===== src/rtl/instr_mem_responder.sv =====
// Instruction-fetch responder: fronts a synchronous SRAM with a fixed wait-state access
// and a small in-order response FIFO; out-of-range fetches return a flagged NOP.
module instr_mem_responder #(
  parameter int unsigned WAIT_CYCLES = 1,
  parameter int unsigned DEPTH       = 2,
  parameter int unsigned MEM_WORDS   = 4096
) (
  input  logic        clk_i,
  input  logic        rst_ni,
  input  logic        req_i,
  input  logic [31:0] addr_i,
  output logic        gnt_o,
  input  logic        flush_i,
  output logic        rvalid_o,
  input  logic        rready_i,
  output logic [31:0] rdata_o,
  output logic [31:0] raddr_o,
  output logic        rerr_o,
  output logic        mem_en_o,
  output logic [29:0] mem_addr_o,
  input  logic [31:0] mem_rdata_i
);

  localparam int unsigned PtrW = (DEPTH > 2) ? 2 : 1;
  localparam int unsigned CntW = PtrW + 1;
  localparam logic [31:0] Nop  = 32'h0000_0013;

  typedef enum logic [0:0] {StIdle, StWait} state_e;

  state_e          state_q, state_d;
  logic [2:0]      wcnt_q, wcnt_d;
  logic [29:0]     acc_addr_q, acc_addr_d;
  logic            acc_err_q, acc_err_d;
  logic [31:0]     fdata_q [DEPTH];
  logic [31:0]     fdata_d [DEPTH];
  logic [29:0]     faddr_q [DEPTH];
  logic [29:0]     faddr_d [DEPTH];
  logic            ferr_q  [DEPTH];
  logic            ferr_d  [DEPTH];
  logic [PtrW-1:0] wptr_q, wptr_d, rptr_q, rptr_d;
  logic [CntW-1:0] count_q, count_d;

  logic capture, pop, push, room, gnt;
  logic unused_addr;

  assign unused_addr = ^addr_i[1:0];

  always_comb begin
    capture  = (state_q == StWait) && (wcnt_q == 3'd0);
    rvalid_o = (count_q != '0);
    pop      = rvalid_o & rready_i;
    // Room is judged after this cycle's capture and pop, so a grant never overfills.
    room     = (32'(count_q) + 32'(capture) - 32'(pop)) < DEPTH;
    gnt      = req_i & ~flush_i & ((state_q == StIdle) | capture) & room;
    push     = capture & ~flush_i;
  end

  // Reset must hold the combinational grant low even while req_i is high.
  assign gnt_o      = gnt & rst_ni;
  assign mem_en_o   = gnt_o;
  assign mem_addr_o = addr_i[31:2];
  assign rdata_o    = rvalid_o ? fdata_q[rptr_q] : '0;
  assign raddr_o    = rvalid_o ? {faddr_q[rptr_q], 2'b00} : '0;
  assign rerr_o     = rvalid_o ? ferr_q[rptr_q] : 1'b0;

  always_comb begin
    state_d    = state_q;
    wcnt_d     = wcnt_q;
    acc_addr_d = acc_addr_q;
    acc_err_d  = acc_err_q;
    fdata_d    = fdata_q;
    faddr_d    = faddr_q;
    ferr_d     = ferr_q;
    wptr_d     = wptr_q;
    rptr_d     = rptr_q;
    count_d    = count_q;

    if (flush_i) begin
      state_d = StIdle;
      wcnt_d  = 3'd0;
      wptr_d  = '0;
      rptr_d  = '0;
      count_d = '0;
    end else begin
      if ((state_q == StWait) && (wcnt_q != 3'd0)) begin
        wcnt_d = wcnt_q - 3'd1;
      end
      if (capture) begin
        state_d = StIdle;
      end
      if (gnt) begin
        state_d    = StWait;
        wcnt_d     = 3'(WAIT_CYCLES);
        acc_addr_d = addr_i[31:2];
        acc_err_d  = 32'(addr_i[31:2]) >= MEM_WORDS;
      end
      if (push) begin
        fdata_d[wptr_q] = acc_err_q ? Nop : mem_rdata_i;
        faddr_d[wptr_q] = acc_addr_q;
        ferr_d[wptr_q]  = acc_err_q;
        wptr_d          = wptr_q + PtrW'(1);
      end
      if (pop) begin
        rptr_d = rptr_q + PtrW'(1);
      end
      count_d = count_q + CntW'(push) - CntW'(pop);
    end
  end

  always_ff @(posedge clk_i or negedge rst_ni) begin
    if (!rst_ni) begin
      state_q    <= StIdle;
      wcnt_q     <= 3'd0;
      acc_addr_q <= '0;
      acc_err_q  <= 1'b0;
      wptr_q     <= '0;
      rptr_q     <= '0;
      count_q    <= '0;
      for (int i = 0; i < DEPTH; i++) begin
        fdata_q[i] <= '0;
        faddr_q[i] <= '0;
        ferr_q[i]  <= 1'b0;
      end
    end else begin
      state_q    <= state_d;
      wcnt_q     <= wcnt_d;
      acc_addr_q <= acc_addr_d;
      acc_err_q  <= acc_err_d;
      wptr_q     <= wptr_d;
      rptr_q     <= rptr_d;
      count_q    <= count_d;
      fdata_q    <= fdata_d;
      faddr_q    <= faddr_d;
      ferr_q     <= ferr_d;
    end
  end

endmodule

===== config.mk =====
export PLATFORM = sky130hd
export DESIGN_NAME = instr_mem_responder
export DESIGN_NICKNAME = d
export VERILOG_FILES = /design/src/rtl/instr_mem_responder.sv
export SDC_FILE = /design/constraint.sdc
export NUM_CORES = 1
export LEC_CHECK = 0
export CAP_MARGIN = 30
export CORE_AREA = 5 5 129 131
export DETAILED_ROUTE_END_ITERATION = 7
export DIE_AREA = 0 0 134 136
export PLACE_DENSITY = 0.87
export SETUP_SLACK_MARGIN = 0.4
export SYNTH_ARGS = -nofsm -noshare
export SYNTH_HDL_FRONTEND = slang
export SYNTH_SLANG_ARGS = --single-unit

===== constraint.sdc =====
create_clock -name clk_i -period 4.15 [get_ports clk_i]
set_clock_uncertainty 0.05 [all_clocks]
set_input_delay 0.83 -clock clk_i [delete_from_list [all_inputs] [get_ports clk_i]]
set_output_delay 0.83 -clock clk_i [all_outputs]
set_load 0.02 [all_outputs]

==> results.yml, run 1 <==
outcome:
  status: "finished clean"
detailed_routing:
  wl_per_cell_um: 16.4
  route.detailed.drc: 0
  drt_iter0_markers: 312
  wirelength_um: 16400
  drtPass1Iterations: 4
  viasPerCell: 5.26
  vias: 5268
  ant_nets: 0
final_layout:
  layout.cells.non_filler: 1002
  drive_gt1_share_pct: 18.1
  final_cell_mix: "dfrtp_1 (164), clkdlybuf4s50_1 (159), nand2_1 (97), nor2_1 (72), o21ai_0 (67)"
  syn2layout_area_growth_pct: 30.0
  final.fill_count: 1181
  multi_input_area_um2: 3060
  n_antenna_cell: 0
  ff_latch_area_um2: 4130
  layout_commonest_cell: "dfrtp_1"
  nets: 870
sta:
  fin_crit_sh_pct: 85.7
  max_freq_ghz: 0.281
  rsz0062_at_grt: "true"
  slew-limit-headroom_pct: 43.7
  hold_viol: 0
  fin_setup_tns_ns: 0
  worstMarginPinSlew_ns: 0.844
  slew_violations: 0
  setup_viol_count_final: 0
  fin_crit_ns: 3.56
grt:
  overflow: 0
  grt_first_pass_wirelength_um: 27400
  grt_usage_pct: 19.0
  antenna_found_initial: 0
  grt_max_degree: 70
  grt_pass1_vias: 5435
clock_network:
  cts_buffers: 17
  clock-root-buffer: "clkbuf_16"
  htreeDepth: 4
  clkSlewWorstSetupHoldPaths_ns: 0.06
  clockBufferDepth: 2
  cts_tree: "built"
  holdBufCountCts: 0
  clock_sinks: 165
  worst_skew_pair.late_latency_ns: 0.42
worst_setup_path:
  crit_family: "adder cells"
  critPathMaxFanout: 4
  worst_ep_required_time_ns: 3.27
  crit_arrival_ns: 2.68
  crit_chain: "inv_1 -> ha_1 -> ha_4 -> nand2_1 -> xnor2_1 -> and2_1 -> fa_1 -> xnor2_1 -> nor4_2 -> and2_1 -> buf_4"
  rr_startpoint: "wcnt_q[0]$_DFFE_PN0P_"
  reg2reg_slack_ns: 0.83
  path_buf_inv: 2
  cp-end-kind: "output pin"
  slowest_stage: "fa_1"
  crit_path_max_incr_delay_ns: 0.41
  r2r_end: "acc_addr_q[5]$_DFFE_PN0P_"
  path_class: "reg2out"
  reg2reg_depth: 12
  critPathLaunchType: "flip-flop"
synth:
  yosys.area_share.adder_pct: 0.757
  synth_seq_cells: 165
  synth_simple_gate_area_share_pct: 9.91
  yosysWarnings: 0
  seq_area_frac_synth_pct: 54.3
  avgSynthCellArea_um2: 11.3
  synth_area_um2: 7600
  muxShareOfSynthArea_pct: 23.0
  synth_compound_area_share_pct: 5.12
  ys_types: 31
  synth_top_family_by_area: "multiplexers"
  synthCells: 673
  synthXorXnorAreaFrac_pct: 0.806
min_path:
  hold_class: "in2async"
pwr:
  p_int_mw: 4.25
  combPwrFrac_pct: 35.1
  cellPowerDensity_nw_per_um2: 625
  switchingPower_mw: 1.92
  vdd_drop_max_mv: 0.365
  clkPwrFrac_pct: 25.7
  leakagePower_nw: 4.20
  power_mw: 6.18
  swShare_pct: 31.2
  pwr-share-seq_pct: 39.3
die:
  die_h_um: 136
  rows: 46
  die_w_um: 134
  core_um2: 15500
  die_area_um2: 18200
  num_io_pins: 167
  initial_core_util_pct: 49.1
placed_design:
  dp_hpwl_um: 10900
  gp_congestion: 0.742
  place_inst: 969
  port_buffers: 162
job:
  drv_cap: 0
## metrics by stage
stage / utilization [%] / area (um2) / hold WS [ns] / setup slack, ns
final: 63.8 / 9880 / 0.180 / 0.594
after floorplan: - / 7610 / 0.399 / 0.758
after CTS: 63.8 / 9870 / 0.166 / 0.481
after global routing: 63.8 / 9880 / 0.170 / 0.402
after detailed placement: 59.8 / 9260 / 0.419 / 0.0180
after global placement: 59.5 / 9210 / 0.410 / 0.0682
## worst reg2reg max path, stage by stage (launching register included)
cell and delay [ns]:
dfrtp_1 0.40, inv_1 0.07, ha_1 0.18, ha_4 0.16, nand2_1 0.09, xnor2_1 0.13
and2_1 0.16, fa_1 0.41, xnor2_1 0.17, buf_4 0.16, or4_2 0.65, buf_12 0.22
mux2_4 0.37
## cells in the mapped netlist
master / count / area (um2)
nand3_1: 1 / 5.00
nand4bb_1: 1 / 11.3
conb_1: 1 / 3.75
nor2_1: 73 / 274
o31a_1: 1 / 8.76
o41ai_1: 1 / 8.76
mux2_4: 27 / 405
nor4_1: 4 / 25.0
dfrtp_1: 165 / 4130
xnor2_1: 5 / 43.8
a31o_2: 1 / 8.76
mux2i_1: 63 / 631
clkbuf_1: 32 / 120
nand2_1: 97 / 364
ha_1: 3 / 37.5
buf_2: 8 / 40.0
o21ai_0: 67 / 335
a21oi_1: 2 / 10.0
or4_1: 2 / 15.0
fa_1: 1 / 20.0
nand4b_1: 1 / 8.76
buf_4: 33 / 248
buf_6: 3 / 33.8
and2_1: 2 / 12.5
inv_1: 6 / 22.5
nand2b_1: 2 / 12.5
nand4_1: 2 / 12.5
xor2_1: 2 / 17.5
mux2_2: 63 / 709
a2111oi_0: 2 / 17.5
nor2b_1: 2 / 12.5
## worst max path at each step
| stage | from | end | slack, ns | cells past startpoint |
|---|---|---|---|---|
| floorplan | wcnt_q[0]$_DFFE_PN0P_ | mem_en_o | 0.76 | 11 |
| global placement | rready_i | gnt_o | 0.07 | 8 |
| detailed placement | rready_i | gnt_o | 0.02 | 8 |
| CTS | wcnt_q[0]$_DFFE_PN0P_ | gnt_o | 0.48 | 10 |
| global route | wcnt_q[0]$_DFFE_PN0P_ | gnt_o | 0.40 | 11 |
| finish | wcnt_q[0]$_DFFE_PN0P_ | gnt_o | 0.59 | 11 |
## routing by layer
| layer | global-route usage, % | vias to the layer above | part of all wire (%) |
|---|---|---|---|
| li1 | - | 2486 | - |
| met1 | 25.1 | 2602 | 45 |
| met2 | 30.7 | 160 | 47 |
| met3 | 5.48 | 20 | 7.0 |
| met4 | 5.77 | 0 | 1.2 |
| met5 | 0 | - | 0 |
## kinds of logic (layout without fill, tap and decap cells)
| family | after synthesis | count (layout) |
|---|---|---|
| XOR/XNOR | 7 | 7 |
| AND/OR/NAND/NOR | 187 | 187 |
| buffers and inverters | 82 | 218 |
| flip-flops | 165 | 165 |
| adder cells (fa/ha/maj) | 4 | 4 |
| AO/OA/AOI/OAI | 74 | 74 |
| multiplexers | 153 | 153 |
| other | 1 | 2 |
## registers in the layout (all words and copies together), names as in the netlist
register,count
fdata_q,64
faddr_q,60
acc_addr_q,30
wcnt_q,3
count_q,2
ferr_q,2
acc_err_q,1
rptr_q,1
state_q,1
wptr_q,1
## timing repair
action | in CTS | in global routing
setup buffers | 0 | 1
endpoints found under the setup margin | 2 | 2
gates resized for setup | 11 | 2
pin swaps | 1 | 2
## area by class of cell
cell class	instances	share of cell area (%)
Tap cell	192	2.43
Timing Repair Buffer	180	18.4
Multi-Input combinational cell	427	30.9
Clock inverter	6	0.899
Clock buffer	26	5.25
Inverter	6	0.228
Sequential cell	165	41.8
## power by group through the flow
stage / Sequential [mW] / Clock [mW] / Combinational, mW
final: 2.42 / 1.59 / 2.17
after global placement: 2.43 / 0 / 2.11
after CTS: 2.43 / 1.62 / 2.19
after floorplan: 2.31 / 0 / 1.55
after global routing: 2.49 / 1.69 / 2.34
after detailed placement: 2.45 / 0 / 2.16
Power figures use the tool's default switching activity.
==> run 2: changes to the inputs <==
MAX_ROUTING_LAYER = met4   (was not set)
==> results.yml, run 2 (synthesized netlist as in run 1, its figures left out) <==
outcome:
  status: "finished clean"
sta:
  fin_crit_ns: 3.55
  slew-limit-headroom_pct: 43.9
  slew_violations: 0
  worstMarginPinSlew_ns: 0.842
  setup_viol_count_final: 0
  hold_slack_ns: 0.182
  rsz0062_at_grt: "true"
  fin_crit_sh_pct: 85.6
  hold_viol: 0
  max_freq_ghz: 0.281
  fin_setup_tns_ns: 0
  fin_ws_ns: 0.597
clock_network:
  clockBufferDepth: 2
  cts_tree: "built"
  htreeDepth: 4
  worst_skew_pair.late_latency_ns: 0.41
  clock_sinks: 165
  clkSlewWorstSetupHoldPaths_ns: 0.06
  holdBufCountCts: 0
  cts_buffers: 17
  clock-root-buffer: "clkbuf_16"
final_layout:
  layout.cells.non_filler: 1002
  layout_commonest_cell: "dfrtp_1"
  syn2layout_area_growth_pct: 30.0
  drive_gt1_share_pct: 18.1
  final_cell_mix: "dfrtp_1 (164), clkdlybuf4s50_1 (159), nand2_1 (97), nor2_1 (72), o21ai_0 (67)"
  design_area_um2: 9880
  top_register: "fdata_q"
  n_antenna_cell: 0
  nets: 870
  final_util_pct: 63.8
  reg_top3: "fdata_q (64), faddr_q (60), acc_addr_q (30)"
  largest_register_ffs: 64
pwr:
  vdd_drop_max_mv: 0.366
  leakagePower_nw: 4.20
  power_mw: 6.18
  cellPowerDensity_nw_per_um2: 625
die:
  die_h_um: 136
  core_um2: 15500
  die_w_um: 134
  initial_core_util_pct: 49.1
  rows: 46
  die_area_um2: 18200
  num_io_pins: 167
worst_setup_path:
  crit_arrival_ns: 2.67
  path_class: "reg2out"
  rr_startpoint: "wcnt_q[0]$_DFFE_PN0P_"
  critPathMaxFanout: 4
  r2r_end: "acc_addr_q[5]$_DFFE_PN0P_"
  cp-end-kind: "output pin"
  worst_ep_required_time_ns: 3.27
  reg2reg_slack_ns: 0.82
  crit_chain: "inv_1 -> ha_1 -> ha_4 -> nand2_1 -> xnor2_1 -> and2_1 -> fa_1 -> xnor2_1 -> nor4_2 -> and2_1 -> buf_4"
  reg2reg_depth: 12
  cp-endpoint: "gnt_o"
  startpoint: "wcnt_q[0]$_DFFE_PN0P_"
  crit_path_max_incr_delay_ns: 0.41
  slowest_stage: "fa_1"
  critPathLaunchType: "flip-flop"
placed_design:
  gp_congestion: 0.751
  placed_cell_area_um2: 9260
  port_buffers: 162
  dp_hpwl_um: 10900
  post-place-ws_ns: 0.0180
  place_inst: 969
detailed_routing:
  drt_iter0_markers: 290
  wl_per_cell_um: 16.4
  drtPass1Iterations: 4
  wirelength_um: 16500
  route.detailed.drc: 0
  ant_nets: 0
  vias: 5284
  viasPerCell: 5.27
grt:
  grt_first_pass_wirelength_um: 27400
  grt_max_degree: 70
  overflow: 0
  antenna_found_initial: 0
  grt_usage_pct: 19.6
  grt_pass1_vias: 5447
job:
  drv_cap: 0
min_path:
  hold_class: "in2async"
-- run 2: cell counts in the layout (fill, tap and decap cells not counted) --
Identical to the previous run, type by type.
-- run 2: worst max-delay path, delay by kind of cell (launching register included) --
kind	cells	cell delay, ns
XOR/XNOR	2	0.30
adder cells (fa/ha/maj)	3	0.75
buffers and inverters	2	0.20
flip-flops	1	0.39
AND/OR/NAND/NOR	4	0.61
-- run 2: worst min path at each step --
stage / startpoint / endpoint / slack (ns) / cells past startpoint
2_1_floorplan: fdata_q[32]$_DFFE_PN0P_ / fdata_q[32]$_DFFE_PN0P_ / 0.40 / 2
3_3_place_gp: fdata_q[36]$_DFFE_PN0P_ / fdata_q[36]$_DFFE_PN0P_ / 0.41 / 2
3_5_place_dp: fdata_q[52]$_DFFE_PN0P_ / fdata_q[52]$_DFFE_PN0P_ / 0.42 / 2
4_1_cts: rst_ni / faddr_q[40]$_DFFE_PN0P_ / 0.17 / 1
5_1_grt: rst_ni / faddr_q[40]$_DFFE_PN0P_ / 0.17 / 1
6_report: rst_ni / faddr_q[40]$_DFFE_PN0P_ / 0.18 / 1
-- run 2: final cells by class --
type | count | area (um2)
Clock buffer | 26 | 519
Timing Repair Buffer | 180 | 1820
Multi-Input combinational cell | 427 | 3060
Inverter | 6 | 22.5
Sequential cell | 165 | 4130
Fill cell | 1181 | 5600
Tap cell | 192 | 240
Clock inverter | 6 | 88.8
-- run 2: repair_timing --
| action | CTS | global route |
|---|---|---|
| endpoints found under the hold margin | 0 | 0 |
| setup buffers | 0 | 1 |
| resized for setup | 11 | 2 |
| endpoints found under the setup margin | 2 | 2 |
| pin swaps | 1 | 2 |
-- run 2: layer usage --
layer  global-route usage (%)  wire, um  vias to the layer above  share of wire (%)
met4                     5.77       151                        0               0.92
met5                        -         0                        -                  0
li1                         -         -                     2489                  -
met2                     30.9      7860                      161                 48
met3                     4.89       986                       15                6.0
met1                     25.3      7450                     2619                 45
-- run 2: where the power goes --
part / switching (mW) / internal [mW]
Sequential: 0.330 / 2.09
Clock: 0.602 / 0.985
Combinational: 0.994 / 1.17
Total: 1.93 / 4.25
==> run 3: changes to the inputs <==
CORE_AREA = 5 5 126 128   (was 5 5 129 131)
CTS_BUF_LIST = sky130_fd_sc_hd__clkbuf_4 sky130_fd_sc_hd__clkbuf_8   (was not set)
DIE_AREA = 0 0 131 133   (was 0 0 134 136)
PLACE_DENSITY = 0.9   (was 0.87)
==> results.yml, run 3 (synthesized netlist as in run 1, its figures left out) <==
grt:
  grt_max_degree: 78
  grt_pass1_vias: 5515
  use_met3_pct: 5.05
  grt_first_pass_wirelength_um: 27200
  grt.met1_usage_pct: 26.0
  top_usage_layer: "met2"
  grt_usage_pct: 20.4
  met2_usage_pct: 32.7
  overflow: 0
  antenna_found_initial: 0
detailed_routing:
  wl_per_cell_um: 16.7
  ant_nets: 0
  vias: 5192
  drt_iter0_markers: 299
  wirelength_um: 16700
  drtPass1Iterations: 4
  viasPerCell: 5.19
  route.detailed.drc: 0
worst_setup_path:
  worst_ep_required_time_ns: 3.27
  rr_startpoint: "wcnt_q[0]$_DFFE_PN0P_"
  path_class: "in2out"
  reg2reg_slack_ns: 0.93
  crit_path_max_incr_delay_ns: 0.50
  slowest_stage: "clkdlybuf4s50_1"
  critPathMaxFanout: 2
  critPathLaunchType: "input pin"
  crit_chain: "clkdlybuf4s50_1 -> xnor2_1 -> and2_1 -> fa_2 -> nor4_2 -> and2_4 -> buf_6"
  cp-end-kind: "output pin"
  r2r_end: "acc_addr_q[6]$_DFFE_PN0P_"
  reg2reg_depth: 12
  crit_arrival_ns: 2.72
final_layout:
  multi_input_area_um2: 3070
  reg_top3: "fdata_q (64), faddr_q (60), acc_addr_q (30)"
  layout.cells.non_filler: 1000
  drive_gt1_share_pct: 19.2
  final_util_pct: 65.9
  top_register: "fdata_q"
  final.fill_count: 1096
  largest_register_ffs: 64
  syn2layout_area_growth_pct: 27.8
  n_antenna_cell: 0
  final_cell_mix: "dfrtp_1 (164), clkdlybuf4s50_1 (159), nand2_1 (97), nor2_1 (72), o21ai_0 (67)"
  ff_latch_area_um2: 4130
  layout_commonest_cell: "dfrtp_1"
  design_area_um2: 9720
  nets: 872
pwr:
  p_int_mw: 3.89
  clkPwrFrac_pct: 19.9
  pwr-share-seq_pct: 41.8
  swShare_pct: 32.8
  cellPowerDensity_nw_per_um2: 595
  switchingPower_mw: 1.89
  power_mw: 5.78
  vdd_drop_max_mv: 0.371
  combPwrFrac_pct: 38.3
  leakagePower_nw: 4.14
sta:
  setup_viol_count_final: 0
  hold_viol: 0
  fin_setup_tns_ns: 0
  max_freq_ghz: 0.278
  worstMarginPinSlew_ns: 0.826
  slew-limit-headroom_pct: 44.9
  fin_crit_ns: 3.60
  slew_violations: 0
  rsz0062_at_grt: "false"
  hold_slack_ns: 0.167
  fin_ws_ns: 0.554
  fin_crit_sh_pct: 86.7
die:
  die_h_um: 133
  die_area_um2: 17400
  num_io_pins: 167
  die_w_um: 131
  core_um2: 14800
  initial_core_util_pct: 51.5
  rows: 45
clock_network:
  clock-root-buffer: "clkbuf_8"
  clockBufferDepth: 2
  worst_skew_pair.late_latency_ns: 0.45
  cts_tree: "built"
  htreeDepth: 4
  cts_buffers: 17
  holdBufCountCts: 0
  clock_sinks: 165
  clkSlewWorstSetupHoldPaths_ns: 0.08
placed_design:
  dp_hpwl_um: 11300
  place_inst: 964
  post-place-ws_ns: -0.0267
  gp_congestion: 0.788
  placed_cell_area_um2: 9230
  port_buffers: 162
outcome:
  status: "finished clean"
job:
  drv_cap: 0
min_path:
  hold_class: "in2async"
[run 3: layout make-up]
class | count | share of cell area (%)
Clock buffer | 23 | 3.07
Tap cell | 188 | 2.42
Timing Repair Buffer | 182 | 19.1
Multi-Input combinational cell | 427 | 31.6
Clock inverter | 9 | 1.04
Sequential cell | 165 | 42.5
Inverter | 6 | 0.232
[run 3: worst max-delay path: cells and delay by family]
family | cells | cell delay (ns)
buf+inv | 2 | 0.61
fa+ha+maj | 1 | 0.46
simple gates | 3 | 0.69
xor+xnor | 1 | 0.12
[run 3: timing repair]
item                                   4_1_cts  5_1_grt
endpoints found under the hold margin        0        0
setup endpoints to repair                    2        2
pin swaps                                    3        2
setup buffers                                1        2
gates resized for setup                     16        3
[run 3: layer usage]
| metal | routed length, um | up-vias |
|---|---|---|
| met4 | 196 | 0 |
| met1 | 7220 | 2548 |
| met2 | 8320 | 149 |
| met5 | 0 | - |
| li1 | - | 2480 |
| met3 | 1000 | 15 |
[run 3: how the worst max path moves through the flow]
| stage | from | end | slack [ns] | depth (start not counted) |
|---|---|---|---|---|
| after CTS | wcnt_q[1]$_DFFE_PN0P_ | gnt_o | 0.41 | 11 |
| final | rready_i | gnt_o | 0.55 | 7 |
| after global placement | rready_i | gnt_o | 0.05 | 8 |
| after global routing | wcnt_q[0]$_DFFE_PN0P_ | mem_en_o | 0.42 | 11 |
| after floorplan | wcnt_q[0]$_DFFE_PN0P_ | mem_en_o | 0.76 | 11 |
| after detailed placement | rready_i | gnt_o | -0.03 | 8 |
[run 3: power groups by stage]
stage          registers, mW  logic [mW]  clock network, mW
3_5_place_dp            2.45        2.17                  0
4_1_cts                 2.42        2.22               1.18
5_1_grt                 2.49        2.39               1.25
3_3_place_gp            2.42        2.10                  0
6_report                2.42        2.21               1.15
2_1_floorplan           2.31        1.55                  0
